File: src/rtl/apb_master_arbiter_if.sv
// Bus bundle for apb_master_arbiter: two upstream APB masters plus the shared
// downstream peripheral bus. The arbiter connects through the master modport.
interface apb_master_arbiter_if #(
  parameter int NUM_SLAVES = 8,
  parameter int ADDR_WIDTH = 12
);
  logic [1:0]                  m_psel_i;
  logic [1:0]                  m_penable_i;
  logic [1:0]                  m_pwrite_i;
  logic [1:0][31:0]            m_paddr_i;
  logic [1:0][31:0]            m_pwdata_i;
  logic [1:0][31:0]            m_prdata_o;
  logic [1:0]                  m_pready_o;
  logic [1:0]                  m_pslverr_o;
  logic                        penable;
  logic                        pwrite;
  logic [ADDR_WIDTH-1:0]       paddr;
  logic [NUM_SLAVES-1:0]       psel;
  logic [31:0]                 pwdata;
  logic [NUM_SLAVES-1:0][31:0] prdata;
  logic [NUM_SLAVES-1:0]       pready;
  logic [NUM_SLAVES-1:0]       pslverr;

  modport master (
    input  m_psel_i, m_penable_i, m_pwrite_i, m_paddr_i, m_pwdata_i,
    input  prdata, pready, pslverr,
    output m_prdata_o, m_pready_o, m_pslverr_o,
    output penable, pwrite, paddr, psel, pwdata
  );

  modport slave (
    output m_psel_i, m_penable_i, m_pwrite_i, m_paddr_i, m_pwdata_i,
    output prdata, pready, pslverr,
    input  m_prdata_o, m_pready_o, m_pslverr_o,
    input  penable, pwrite, paddr, psel, pwdata
  );
endinterface

File: src/rtl/apb_master_arbiter.sv
// Two-master round-robin APB arbiter with slave-index decode, one-hot PSEL
// generation and an access watchdog that aborts stuck transfers with PSLVERR.
module apb_master_arbiter #(
  parameter int APB_NUM_SLAVES = 8,
  parameter int APB_ADDR_WIDTH = 12,
  parameter int SLV_IDX_LSB    = 12,
  parameter int TIMEOUT_CYCLES = 255
) (
  input  logic                 clk_i,
  input  logic                 rst_ni,
  apb_master_arbiter_if.master bus,
  output logic                 timeout_o
);
  localparam int SW = (APB_NUM_SLAVES > 1) ? $clog2(APB_NUM_SLAVES) : 1;
  localparam int CW = (TIMEOUT_CYCLES > 1) ? $clog2(TIMEOUT_CYCLES + 1) : 1;
  localparam bit TO_EN = (TIMEOUT_CYCLES > 0);
  // Timeout fires during the ACCESS cycle whose pre-increment count is TIMEOUT_CYCLES-1.
  localparam logic [CW-1:0] TO_LAST = TO_EN ? CW'(TIMEOUT_CYCLES - 1) : '0;
  localparam logic [SW:0]   NUM_W   = (SW + 1)'(APB_NUM_SLAVES);

  typedef enum logic [1:0] {
    ST_IDLE   = 2'd0,
    ST_SETUP  = 2'd1,
    ST_ACCESS = 2'd2,
    ST_RESP   = 2'd3
  } state_e;

  state_e                    state_q, state_d;
  logic                      rr_q, rr_d;
  logic                      g_q, g_d;
  logic                      pwrite_q, pwrite_d;
  logic [APB_ADDR_WIDTH-1:0] paddr_q, paddr_d;
  logic [31:0]               pwdata_q, pwdata_d;
  logic [SW-1:0]             idx_q, idx_d;
  logic                      dec_err_q, dec_err_d;
  logic [CW-1:0]             cnt_q, cnt_d;
  logic [APB_NUM_SLAVES-1:0] psel_q, psel_d;
  logic                      penable_q, penable_d;
  logic [1:0][31:0]          m_prdata_q, m_prdata_d;
  logic [1:0]                m_pready_q, m_pready_d;
  logic [1:0]                m_pslverr_q, m_pslverr_d;
  logic                      timeout_q, timeout_d;

  logic                      k_s;
  logic [SW-1:0]             req_idx_s;
  logic                      req_err_s;
  logic                      hit_s;
  logic [31:0]               sel_rdata_s;
  logic                      sel_ready_s;
  logic                      sel_err_s;

  function automatic logic [APB_NUM_SLAVES-1:0] idx_onehot(input logic [SW-1:0] idx);
    logic [APB_NUM_SLAVES-1:0] oh;
    oh = '0;
    for (int i = 0; i < APB_NUM_SLAVES; i++) begin
      oh[i] = (idx == SW'(i));
    end
    return oh;
  endfunction

  // Next-state logic: arbitration, slave decode, completion and watchdog.
  always_comb begin
    state_d     = state_q;
    rr_d        = rr_q;
    g_d         = g_q;
    pwrite_d    = pwrite_q;
    paddr_d     = paddr_q;
    pwdata_d    = pwdata_q;
    idx_d       = idx_q;
    dec_err_d   = dec_err_q;
    cnt_d       = cnt_q;
    psel_d      = psel_q;
    penable_d   = penable_q;
    m_prdata_d  = '0;
    m_pready_d  = 2'b00;
    m_pslverr_d = 2'b00;
    timeout_d   = 1'b0;
    k_s         = 1'b0;
    req_idx_s   = '0;
    req_err_s   = 1'b0;
    hit_s       = 1'b0;
    sel_rdata_s = 32'h0;
    sel_ready_s = 1'b0;
    sel_err_s   = 1'b0;

    for (int i = 0; i < APB_NUM_SLAVES; i++) begin
      hit_s       = (idx_q == SW'(i));
      sel_rdata_s = sel_rdata_s | ({32{hit_s}} & bus.prdata[i]);
      sel_ready_s = sel_ready_s | (hit_s & bus.pready[i]);
      sel_err_s   = sel_err_s   | (hit_s & bus.pslverr[i]);
    end

    case (state_q)
      ST_IDLE: begin
        if (bus.m_psel_i != 2'b00) begin
          k_s       = (bus.m_psel_i == 2'b11) ? rr_q : bus.m_psel_i[1];
          req_idx_s = bus.m_paddr_i[k_s][SLV_IDX_LSB +: SW];
          req_err_s = ({1'b0, req_idx_s} >= NUM_W);
          g_d       = k_s;
          rr_d      = ~k_s;
          pwrite_d  = bus.m_pwrite_i[k_s];
          paddr_d   = bus.m_paddr_i[k_s][APB_ADDR_WIDTH-1:0];
          pwdata_d  = bus.m_pwdata_i[k_s];
          idx_d     = req_idx_s;
          dec_err_d = req_err_s;
          psel_d    = req_err_s ? '0 : idx_onehot(req_idx_s);
          penable_d = 1'b0;
          state_d   = ST_SETUP;
        end else begin
          state_d   = ST_IDLE;
        end
      end
      ST_SETUP: begin
        penable_d = ~dec_err_q;
        state_d   = ST_ACCESS;
      end
      ST_ACCESS: begin
        cnt_d = cnt_q + CW'(1);
        // Slave ready (or decode error) wins over a coincident timeout.
        if (dec_err_q || sel_ready_s) begin
          m_prdata_d[g_q]  = dec_err_q ? 32'h0 : sel_rdata_s;
          m_pslverr_d[g_q] = dec_err_q | sel_err_s;
          m_pready_d[g_q]  = 1'b1;
          psel_d           = '0;
          penable_d        = 1'b0;
          state_d          = ST_RESP;
        end else if (TO_EN && (cnt_q == TO_LAST)) begin
          m_pslverr_d[g_q] = 1'b1;
          m_pready_d[g_q]  = 1'b1;
          timeout_d        = 1'b1;
          psel_d           = '0;
          penable_d        = 1'b0;
          state_d          = ST_RESP;
        end else begin
          state_d          = ST_ACCESS;
        end
      end
      ST_RESP: begin
        cnt_d   = '0;
        state_d = ST_IDLE;
      end
      default: begin
        psel_d    = '0;
        penable_d = 1'b0;
        cnt_d     = '0;
        state_d   = ST_IDLE;
      end
    endcase
  end

  // State and output registers; reset releases the bus without any completion.
  always_ff @(posedge clk_i or negedge rst_ni) begin
    if (!rst_ni) begin
      state_q     <= ST_IDLE;
      rr_q        <= 1'b0;
      g_q         <= 1'b0;
      pwrite_q    <= 1'b0;
      paddr_q     <= '0;
      pwdata_q    <= 32'h0;
      idx_q       <= '0;
      dec_err_q   <= 1'b0;
      cnt_q       <= '0;
      psel_q      <= '0;
      penable_q   <= 1'b0;
      m_prdata_q  <= '0;
      m_pready_q  <= 2'b00;
      m_pslverr_q <= 2'b00;
      timeout_q   <= 1'b0;
    end else begin
      state_q     <= state_d;
      rr_q        <= rr_d;
      g_q         <= g_d;
      pwrite_q    <= pwrite_d;
      paddr_q     <= paddr_d;
      pwdata_q    <= pwdata_d;
      idx_q       <= idx_d;
      dec_err_q   <= dec_err_d;
      cnt_q       <= cnt_d;
      psel_q      <= psel_d;
      penable_q   <= penable_d;
      m_prdata_q  <= m_prdata_d;
      m_pready_q  <= m_pready_d;
      m_pslverr_q <= m_pslverr_d;
      timeout_q   <= timeout_d;
    end
  end

  assign bus.penable     = penable_q;
  assign bus.pwrite      = pwrite_q;
  assign bus.paddr       = paddr_q;
  assign bus.psel        = psel_q;
  assign bus.pwdata      = pwdata_q;
  assign bus.m_prdata_o  = m_prdata_q;
  assign bus.m_pready_o  = m_pready_q;
  assign bus.m_pslverr_o = m_pslverr_q;
  assign timeout_o       = timeout_q;
endmodule

File: src/flat_wrapper.sv
// flat-port wrapper written by rule: the top's interface ports become plain ports
module apb_master_arbiter_flat 
#(
  parameter int APB_NUM_SLAVES = 8,
  parameter int APB_ADDR_WIDTH = 12,
  parameter int SLV_IDX_LSB    = 12,
  parameter int TIMEOUT_CYCLES = 255
)
  (clk_i, rst_ni, timeout_o, bus_m_psel_i, bus_m_penable_i, bus_m_pwrite_i, bus_m_paddr_i, bus_m_pwdata_i, bus_prdata, bus_pready, bus_pslverr, bus_m_prdata_o, bus_m_pready_o, bus_m_pslverr_o, bus_penable, bus_pwrite, bus_paddr, bus_psel, bus_pwdata);
  apb_master_arbiter_if #(.NUM_SLAVES(8), .ADDR_WIDTH(12)) bus_i ();
  input  logic clk_i;
  input  logic rst_ni;
  output logic timeout_o;
  input wire logic [$bits(bus_i.m_psel_i)-1:0] bus_m_psel_i;
  input wire logic [$bits(bus_i.m_penable_i)-1:0] bus_m_penable_i;
  input wire logic [$bits(bus_i.m_pwrite_i)-1:0] bus_m_pwrite_i;
  input wire logic [$bits(bus_i.m_paddr_i)-1:0] bus_m_paddr_i;
  input wire logic [$bits(bus_i.m_pwdata_i)-1:0] bus_m_pwdata_i;
  input wire logic [$bits(bus_i.prdata)-1:0] bus_prdata;
  input wire logic [$bits(bus_i.pready)-1:0] bus_pready;
  input wire logic [$bits(bus_i.pslverr)-1:0] bus_pslverr;
  output wire logic [$bits(bus_i.m_prdata_o)-1:0] bus_m_prdata_o;
  output wire logic [$bits(bus_i.m_pready_o)-1:0] bus_m_pready_o;
  output wire logic [$bits(bus_i.m_pslverr_o)-1:0] bus_m_pslverr_o;
  output wire logic [$bits(bus_i.penable)-1:0] bus_penable;
  output wire logic [$bits(bus_i.pwrite)-1:0] bus_pwrite;
  output wire logic [$bits(bus_i.paddr)-1:0] bus_paddr;
  output wire logic [$bits(bus_i.psel)-1:0] bus_psel;
  output wire logic [$bits(bus_i.pwdata)-1:0] bus_pwdata;
  assign bus_i.m_psel_i = bus_m_psel_i;
  assign bus_i.m_penable_i = bus_m_penable_i;
  assign bus_i.m_pwrite_i = bus_m_pwrite_i;
  assign bus_i.m_paddr_i = bus_m_paddr_i;
  assign bus_i.m_pwdata_i = bus_m_pwdata_i;
  assign bus_i.prdata = bus_prdata;
  assign bus_i.pready = bus_pready;
  assign bus_i.pslverr = bus_pslverr;
  assign bus_m_prdata_o = bus_i.m_prdata_o;
  assign bus_m_pready_o = bus_i.m_pready_o;
  assign bus_m_pslverr_o = bus_i.m_pslverr_o;
  assign bus_penable = bus_i.penable;
  assign bus_pwrite = bus_i.pwrite;
  assign bus_paddr = bus_i.paddr;
  assign bus_psel = bus_i.psel;
  assign bus_pwdata = bus_i.pwdata;
  apb_master_arbiter #(.APB_NUM_SLAVES(APB_NUM_SLAVES), .APB_ADDR_WIDTH(APB_ADDR_WIDTH), .SLV_IDX_LSB(SLV_IDX_LSB), .TIMEOUT_CYCLES(TIMEOUT_CYCLES)) u_core (.clk_i(clk_i), .rst_ni(rst_ni), .bus(bus_i), .timeout_o(timeout_o));
endmodule
File: config.mk
export PLATFORM = sky130hd
export DESIGN_NAME = apb_master_arbiter_flat
export DESIGN_NICKNAME = d
export VERILOG_FILES = /design/src/rtl/apb_master_arbiter_if.sv /design/src/rtl/apb_master_arbiter.sv /design/src/flat_wrapper.sv
export SDC_FILE = /design/constraint.sdc
export NUM_CORES = 1
export LEC_CHECK = 0
export ABC_AREA = 1
export ABC_CLOCK_PERIOD_IN_PS = 5000
export BUFFER_PORTS_ARGS = -buffer_cell sky130_fd_sc_hd__buf_2
export CAP_MARGIN = 20
export CORE_AREA = 2 2 209 211
export DETAILED_ROUTE_END_ITERATION = 10
export DIE_AREA = 0 0 211 213
export PLACE_DENSITY = 0.47
export SKIP_LAST_GASP = 1
export SLEW_MARGIN = 10
export SYNTH_ARGS = -nofsm -noshare
export SYNTH_HDL_FRONTEND = slang
export SYNTH_SLANG_ARGS = --single-unit
File: constraint.sdc
create_clock -name clk_i -period 5 [get_ports clk_i]
set_input_delay 0.5 -clock clk_i [delete_from_list [all_inputs] [get_ports clk_i]]
set_output_delay 0.5 -clock clk_i [all_outputs]
set_load 0.01 [all_outputs]
## Word-level counts from Yosys, hierarchy flattened

Index checks and enable logic that the tools add are counted.

| cells by class | value |
|---|---|
| eq/ne operators | 21 |
| bitwise logic cells | 48 |
| magnitude comparators | 3 |
| reductions and logical operators | 11 |
| mux-type cells | 34 |
| add/sub/neg operators | 1 |

Operators with widths:

| operator | count |
|---|---|
| 32-bit bitwise AND | 8 |
| 32-bit OR | 7 |
| 64-bit 2-to-1 mux | 2 |
| 32-bit 2-to-1 mux | 3 |
| 64-bit bitwise AND | 1 |
| 32-bit demux with 1-bit select | 1 |
| 8-bit one-hot mux with 2 select lines | 2 |
| 15-bit 2-to-1 mux | 2 |
| 3-bit equality test, second input constant | 8 |
| 8-bit 2-to-1 mux | 3 |
| 1-bit bitwise AND | 16 |
| 1-bit OR | 14 |
| 3-bit by 2-bit equality test with 1-bit output, second input constant | 4 |
| 1-bit 2-to-1 mux | 12 |
| 2-bit 2-to-1 mux | 6 |
| 8-bit by 1-bit adder with 8-bit output, second input constant | 1 |
| 8-bit equality test, second input constant | 1 |
| 2-bit one-hot mux with 4 select lines | 1 |
| 2-bit equality test, second input constant | 3 |
| 3-bit by 1-bit equality test with 1-bit output, second input constant | 2 |
| 3-bit logical NOT | 2 |
| 3-bit AND reduction | 2 |
| 2-bit nonzero test | 3 |
| 1-bit by 2-bit less-than comparator with 1-bit output, second input constant | 2 |
| other kinds (12) | 12 |

| storage, ports and cells | value |
|---|---|
| input bits | 408 |
| register bits after elaboration | 138 |
| word-level logic and storage cells | 133 |

## Depth between registers and ports, before layout

Gate-level depths: netlist of the first run.

| depth | value |
|---|---|
| word-level depth | 12 |
| depth in mapped cells | 10 |
| depth with buffers taken out | 9 |

## Worst setup path after synthesis of the first run

Ideal clock, no wire load.

| timing path | value |
|---|---|
| path kind | input port to flip-flop |
| start point | in bus_m_psel_i[1] |
| end point | reg u_core.g_q |
| cell stages on the path | 7 |
| path buffers | 2 |
| path slack | 3.385 ns |
| setup time | 0.133 ns |
| required time | 4.867 ns |
| arrival time | 1.482 ns |
| cell sequence | buf_2 > inv_1 > a21oi_1 > clkinv_1 > clkbuf_1 > nand2_1 > o21ai_0 |

| on the way | value |
|---|---|
| cells in the longest elaborated chain, start to end | 2 |
| elaborated cells between the ends (all ways) | 4 |

Ends and longest elaborated chain:

| what | RTL line | source |
|---|---|---|
| start: declaration | flat_wrapper.sv:14 | `input wire logic [$bits(bus_i.m_psel_i)-1:0] bus_m_psel_i;` |
| 2-bit equality test / 2-bit nonzero test (equally long branches) | apb_master_arbiter.sv:96, apb_master_arbiter.sv:95 |  |
| 1-bit 2-to-1 mux / 2-bit AND reduction (equally long branches) | -- |  |
| end signal: assignment | apb_master_arbiter.sv:172 | `g_q <= g_d;` |
| end: declaration | apb_master_arbiter.sv:30 | `logic g_q, g_d;` |

Parallel ways exist; a longest one is shown, timed or not.
A chain may end at the register's enable or synchronous reset.

## Worst setup path after layout of the first run

| timing path | value |
|---|---|
| start point | reg u_core.state_q[0] |
| end point | reg u_core.paddr_q[10] (netlist: u_core.bus.paddr[10]) |

| on the way | value |
|---|---|
| cells in the longest elaborated chain, start to end | 2 |

Ends and longest elaborated chain:

| what | RTL line | source |
|---|---|---|
| start: declaration | apb_master_arbiter.sv:28 | `state_e state_q, state_d;` |
| start signal: assignment | apb_master_arbiter.sv:170 | `state_q <= state_d;` |
| 2-bit logical NOT | apb_master_arbiter.sv:93 | `case (state_q)` |
| 2-bit AND reduction (no source line) | -- |  |
| end signal: assignment | apb_master_arbiter.sv:174 | `paddr_q <= paddr_d;` |
| end: declaration | apb_master_arbiter.sv:32 | `logic [APB_ADDR_WIDTH-1:0] paddr_q, paddr_d;` |

Every way passes these cells.

==> impl_metrics.ini, run 1 <==
[floorplan]
fp.dieW_um = 211
start_util_pct = 18.7
core_um2 = 42700
ios = 531
row_count = 76
die_h_um = 213
die_area_um2 = 44900

[timing]
relSlewSlack_pct = 46.7
drv_slew = 0
worstMarginPinSlew_ns = 0.796
setup_violations = 0
final.min_clock_period_ns = 2.94
min_period_over_period_pct = 58.9
clock_skew_ns = 0.0149
hold_viol = 0
rsz0062_at_grt = no
setup_tns_ns = 0
max_freq_mhz = 340

[critical_path]
critPathCaptureType = flop
cpPeakStageDelay_ns = 0.46
cp_common_cell = buf_4
crit_start = u_core.state_q[0]
cp_cell_sequence = inv_1 -> ha_1 -> buf_4 -> inv_1 -> a21oi_4 -> buf_4 -> clkinv_1 -> buf_4 -> nand2_1 -> nand3_1
crit_slowest_cell = buf_4
startpoint_type = flop
arrival_ns = 3.25
timing.rr.start = u_core.state_q[0]
cp_max_fo = 50
cp.required_ns = 5.31
crit_type = reg2reg

[synth]
synth_compound_area_share_pct = 9.08
synth_cells = 1156
synth_top_family_by_area = simple AND/OR/NAND/NOR gates
synth.mux.area_fraction_pct = 0
ys_warn_count = 0
ys_seq_area_share_pct = 43.3
syn_area_um2 = 7980
syn_nets = 1570
ys_ff_latch = 138
synth_fa_ha_area_share_pct = 0.940
syn_avg_cell_area_um2 = 6.91
synthSimpleGateAreaFrac_pct = 33.6
synth_xor_area_share_pct = 0
synth.distinct_cells = 25

[cts]
path_clk_slew_ns = 0.06
htree_levels = 4
clkLatencyLatePin_ns = 0.44
post_cts_buffers = 0
cts_tree = done
cts.sinks = 138
cts_buffer_depth = 2
cts_made_buffers = 17
ctsRootBufferMaster = clkbuf_16
hold_buffers = 0
cts_resized = 0

[cells_and_area]
drive_above_1_share_pct = 34.2
n_fill_cell = 4829
mostFrequentLayoutCells = buf_2 (493), nand2_1 (236), inv_1 (191)
nets = 2026
final_util_pct = 27.1
mostFrequentLayoutCell = buf_2
seq_area_um2 = 3450
multiInputGateArea_um2 = 3530
area_growth_pct = 44.8

[global_routing]
grt_use_total_pct = 16.6
grt_overflow = 0
grt_start_max_net_pins = 139
grt_pass1_wl_mm = 56.0
grt_pass1_vias = 9537
antenna_found_initial = 3

[job]
maxCapViolations = 0

[min_path]
hp-class = in2async

[routing]
drtIter0Drc = 438
avgRoutedWirePerCell_um = 17.4
vias = 9489
drtPass1Iterations = 7
via_per_inst = 4.37
drc = 0
drt-total-wl_mm = 37.8
postRouteAntennaNets = 0

[place]
portBuffers = 494
place_congestion = 0.857
place_hpwl_mm = 28.1

[pwr]
powerDensity_nw_per_um2 = 527
leakage_nw = 6.70
vdd_ir_drop_max_mv = 0.288

[status]
status = complete, no violations
==> Yosys cell counts, drive strengths merged <==
cell | instances | share of area, %
nand4 | 61 | 4.8
buf | 37 | 2.3
clkinv | 1 | 0.047
a21oi | 12 | 0.75
inv | 193 | 9.1
o31ai | 1 | 0.094
dfrtp | 138 | 43
nand2 | 239 | 11
o21a | 1 | 0.094
a211oi | 1 | 0.094
nand3 | 150 | 9.4
ha | 6 | 0.94
clkbuf | 37 | 1.7
o21ai | 67 | 4.2
o22ai | 49 | 3.8
nand3b | 5 | 0.47
nor2 | 154 | 7.3
nor3 | 4 | 0.38
==> through the flow <==
stage | instances | setup WS (ns) | power [W] | hold slack, ns | area, um^2
CTS | 2170 | 2.01 | 0.00621 | 0.198 | 11500
floorplan | 1156 | 3.39 | 0.00361 | 0.204 | 7980
detailed placement | 2138 | 2.02 | 0.00498 | 0.458 | 11000
global placement | 2138 | 2.04 | 0.00495 | 0.455 | 11000
global route | 2171 | 1.77 | 0.00663 | 0.228 | 11600
finish | 2172 | 2.06 | 0.00609 | 0.171 | 11600
==> layout make-up <==
cell class	instances	area share [%]
antenna	1	0.0216
clock buffer	19	3.75
clock inverter	13	0.833
inverter	194	6.30
multi-input combinational	750	30.5
sequential	138	29.9
tap	546	5.91
timing repair buffer	511	22.8
==> power by group <==
part	total (W)	switching [W]	internal (W)
sequential	0.00174	0.000254	0.00149
clock	0.00118	0.000542	0.000637
combinational	0.00317	0.00218	0.000991
total	0.00609	0.00298	0.00312
==> state kept, by name, indices dropped and copies added, names as in the netlist, 2 cells and up <==
register	count
u_core.bus.paddr	12
u_core.bus.psel	8
u_core.state_q	2
u_core.bus.pwdata	32
u_core.bus.m_pready_o	2
u_core.bus.m_pslverr_o	2
u_core.idx_q	3
u_core.cnt_q	8
u_core.bus.m_prdata_o	64
==> final timing paths <==
kind	endpoint	slack (ns)	cells after the start
hold reg to reg	u_core.bus.psel[6]	0.47	2
max in group asynchronous	u_core.idx_q[2]	4.21	2
hold / removal	u_core.bus.pwdata[27]	0.17	2
setup / recovery	u_core.bus.paddr[10]	2.06	10
setup reg to reg	u_core.bus.paddr[10]	2.06	10
min in group clk_i	u_core.bus.pwdata[21]	0.29	3
==> logic make-up (layout without fill, tap and decap cells) <==
kind of cell | after synthesis | in the layout
simple gates | 613 | 613
flops | 138 | 138
buf+inv | 268 | 737
other cells | 0 | 1
fa+ha+maj | 6 | 6
compound gates | 131 | 131
==> critical path, delay by kind of cell, from the launching register on <==
kind / cells / cell delay [ns]
AO/OA/AOI/OAI: 1 / 0.13
buffers and inverters: 6 / 1.89
AND/OR/NAND/NOR: 2 / 0.20
adder cells (fa/ha/maj): 1 / 0.15
flip-flops: 1 / 0.40
==> layer usage <==
metal,track usage (%),wire length [um],up-vias
met5,0,41,-
met4,4.74,762,6
met3,4.93,2630,42
met2,29.4,18600,380
met1,19.4,15800,4446
li1,-,-,4615
No activity file was read; power rests on OpenSTA's default activity.
==> inputs of run 2 (changes only) <==
--- a/config.mk
+++ b/config.mk
@@ -6,13 +6,13 @@
 export NUM_CORES = 1
 export LEC_CHECK = 0
 export ABC_AREA = 1
-export ABC_CLOCK_PERIOD_IN_PS = 5000
+export ABC_CLOCK_PERIOD_IN_PS = 2800
 export BUFFER_PORTS_ARGS = -buffer_cell sky130_fd_sc_hd__buf_2
 export CAP_MARGIN = 20
-export CORE_AREA = 2 2 209 211
+export CORE_AREA = 2 2 204 206
 export DETAILED_ROUTE_END_ITERATION = 10
-export DIE_AREA = 0 0 211 213
-export PLACE_DENSITY = 0.47
+export DIE_AREA = 0 0 206 208
+export PLACE_DENSITY = 0.49
 export SKIP_LAST_GASP = 1
 export SLEW_MARGIN = 10
 export SYNTH_ARGS = -nofsm -noshare
==> constraint.sdc (replaced) <==
create_clock -name clk_i -period 2.8 [get_ports clk_i]
set_input_delay 0.28 -clock clk_i [delete_from_list [all_inputs] [get_ports clk_i]]
set_output_delay 0.28 -clock clk_i [all_outputs]
set_load 0.01 [all_outputs]
==> impl_metrics.ini, run 2 (synthesis results as in run 1) <==
[timing]
clock_skew_ns = 0.00917
max_freq_mhz = 459
worstMarginPinSlew_ns = 0.618
min_period_over_period_pct = 77.8
final.min_clock_period_ns = 2.18
setup_slack_ns = 0.622
drv_slew = 0
rsz0062_at_grt = no
hold_viol = 0
relSlewSlack_pct = 58.8
setup_tns_ns = 0
setup_violations = 0

[global_routing]
grt_start_max_net_pins = 65
grt_pass1_wl_mm = 55.5
antenna_found_initial = 7
grt_pass1_vias = 9705
grt_use_total_pct = 17.0
grt_overflow = 0

[pwr]
powerDensity_nw_per_um2 = 955
leakage_nw = 6.80
total_power_w = 0.0112
vdd_ir_drop_max_mv = 0.568

[critical_path]
arrival_ns = 2.48
reg2reg_slack_ns = 0.62
cp.required_ns = 3.10
cp_max_fo = 32
crit_type = reg2reg
critPathCaptureType = flop
startpoint_type = flop

[job]
maxCapViolations = 0

[cells_and_area]
n_fill_cell = 4502
nets = 2032
seq_area_um2 = 3450
area_growth_pct = 47.1
final_util_pct = 28.9
instances_no_fill = 2166
largest_reg_flops = 64
mostFrequentLayoutCell = buf_2
drive_above_1_share_pct = 34.3
multiInputGateArea_um2 = 3520
mostFrequentLayoutCells = buf_2 (493), nand2_1 (237), inv_1 (191)

[place]
post-place-ws_ns = 0.662
place_hpwl_mm = 28.6
place_congestion = 0.879
dp.cells = 2130
portBuffers = 494

[cts]
cts_tree = done
cts_buffer_depth = 2
clkLatencyLatePin_ns = 0.43
path_clk_slew_ns = 0.07
cts.sinks = 138
ctsRootBufferMaster = clkbuf_16
post_cts_buffers = 0
cts_resized = 0
htree_levels = 4
hold_buffers = 1
cts_made_buffers = 17

[routing]
postRouteAntennaNets = 0
drt-total-wl_mm = 37.2
drtPass1Iterations = 4
drc = 0
wl_met1_mm = 15.0
met2_length_mm = 17.7
top_layer_used = met5
vias = 9608
drtIter0Drc = 605
via_per_inst = 4.44
wl_met3_mm = 3.33
avgRoutedWirePerCell_um = 17.2

[floorplan]
ios = 531
row_count = 74
start_util_pct = 19.7
fp.dieW_um = 206
die_h_um = 208
core_um2 = 40600
die_area_um2 = 42800

[status]
status = complete, no violations

[min_path]
hp-class = in2reg
run 2: cell types whose count changed in the layout (fill, tap and decap cells not counted), sizes merged:
cell	previous run	this run
dlygate4sd3	0	1
bufinv	0	2
diode	1	3
clkinvlp	5	3
buf	511	516
inv	197	198
clkinv	5	4
run 2: worst max-delay path: stages, from the launching register on:
cell      delay [ns]
dfrtp_1         0.62
inv_1           0.21
nand3_1         0.14
buf_4           0.41
o21ai_1         0.11
nand3b_1        0.31
nand2_1         0.15
nor2_1          0.05
run 2: path summary, 6_finish.rpt:
kind	startpoint	endpoint	depth (start not counted)
min in group asynchronous	rst_ni	u_core.bus.paddr[7]	2
worst min register to register	u_core.bus.psel[3]	u_core.bus.psel[3]	2
worst max register to register	u_core.idx_q[1]	u_core.bus.m_prdata_o[33]	7
worst max-delay path	u_core.idx_q[1]	u_core.bus.m_prdata_o[33]	7
max in group asynchronous	rst_ni	u_core.bus.m_prdata_o[57]	3
worst min-delay path	bus_m_paddr_i[10]	u_core.bus.paddr[10]	3
run 2: area by class of cell:
cell class,instances,area share (%)
repair buffers,517,23.5
clock buffers,19,3.86
diodes,3,0.0640
flip-flops and latches,138,29.4
clock inverters,13,1.34
multi-input cells,750,30.0
well taps,532,5.67
inverters,194,6.20
run 2: where the power goes:
group / leakage [nW] / internal [W] / switching [W]
registers: 1.82 / 0.00266 / 0.000391
logic: 4.69 / 0.00190 / 0.00389
clock network: 0.291 / 0.00138 / 0.000978
total: 6.80 / 0.00594 / 0.00526
run 2: metrics by stage:
stage	area, um^2	hold slack, ns
floorplan	7980	-0.0156
global placement	11100	0.315
detailed placement	11100	0.318
CTS	11700	0.0433
global route	11700	0.0452
finish	11700	0.0784
run 2: metal layers:
layer | up-vias | GRT usage [%]
li1 | 4632 | -
met1 | 4496 | 19.8
met2 | 407 | 28.9
met3 | 67 | 5.33
met4 | 6 | 6.48
met5 | - | 0
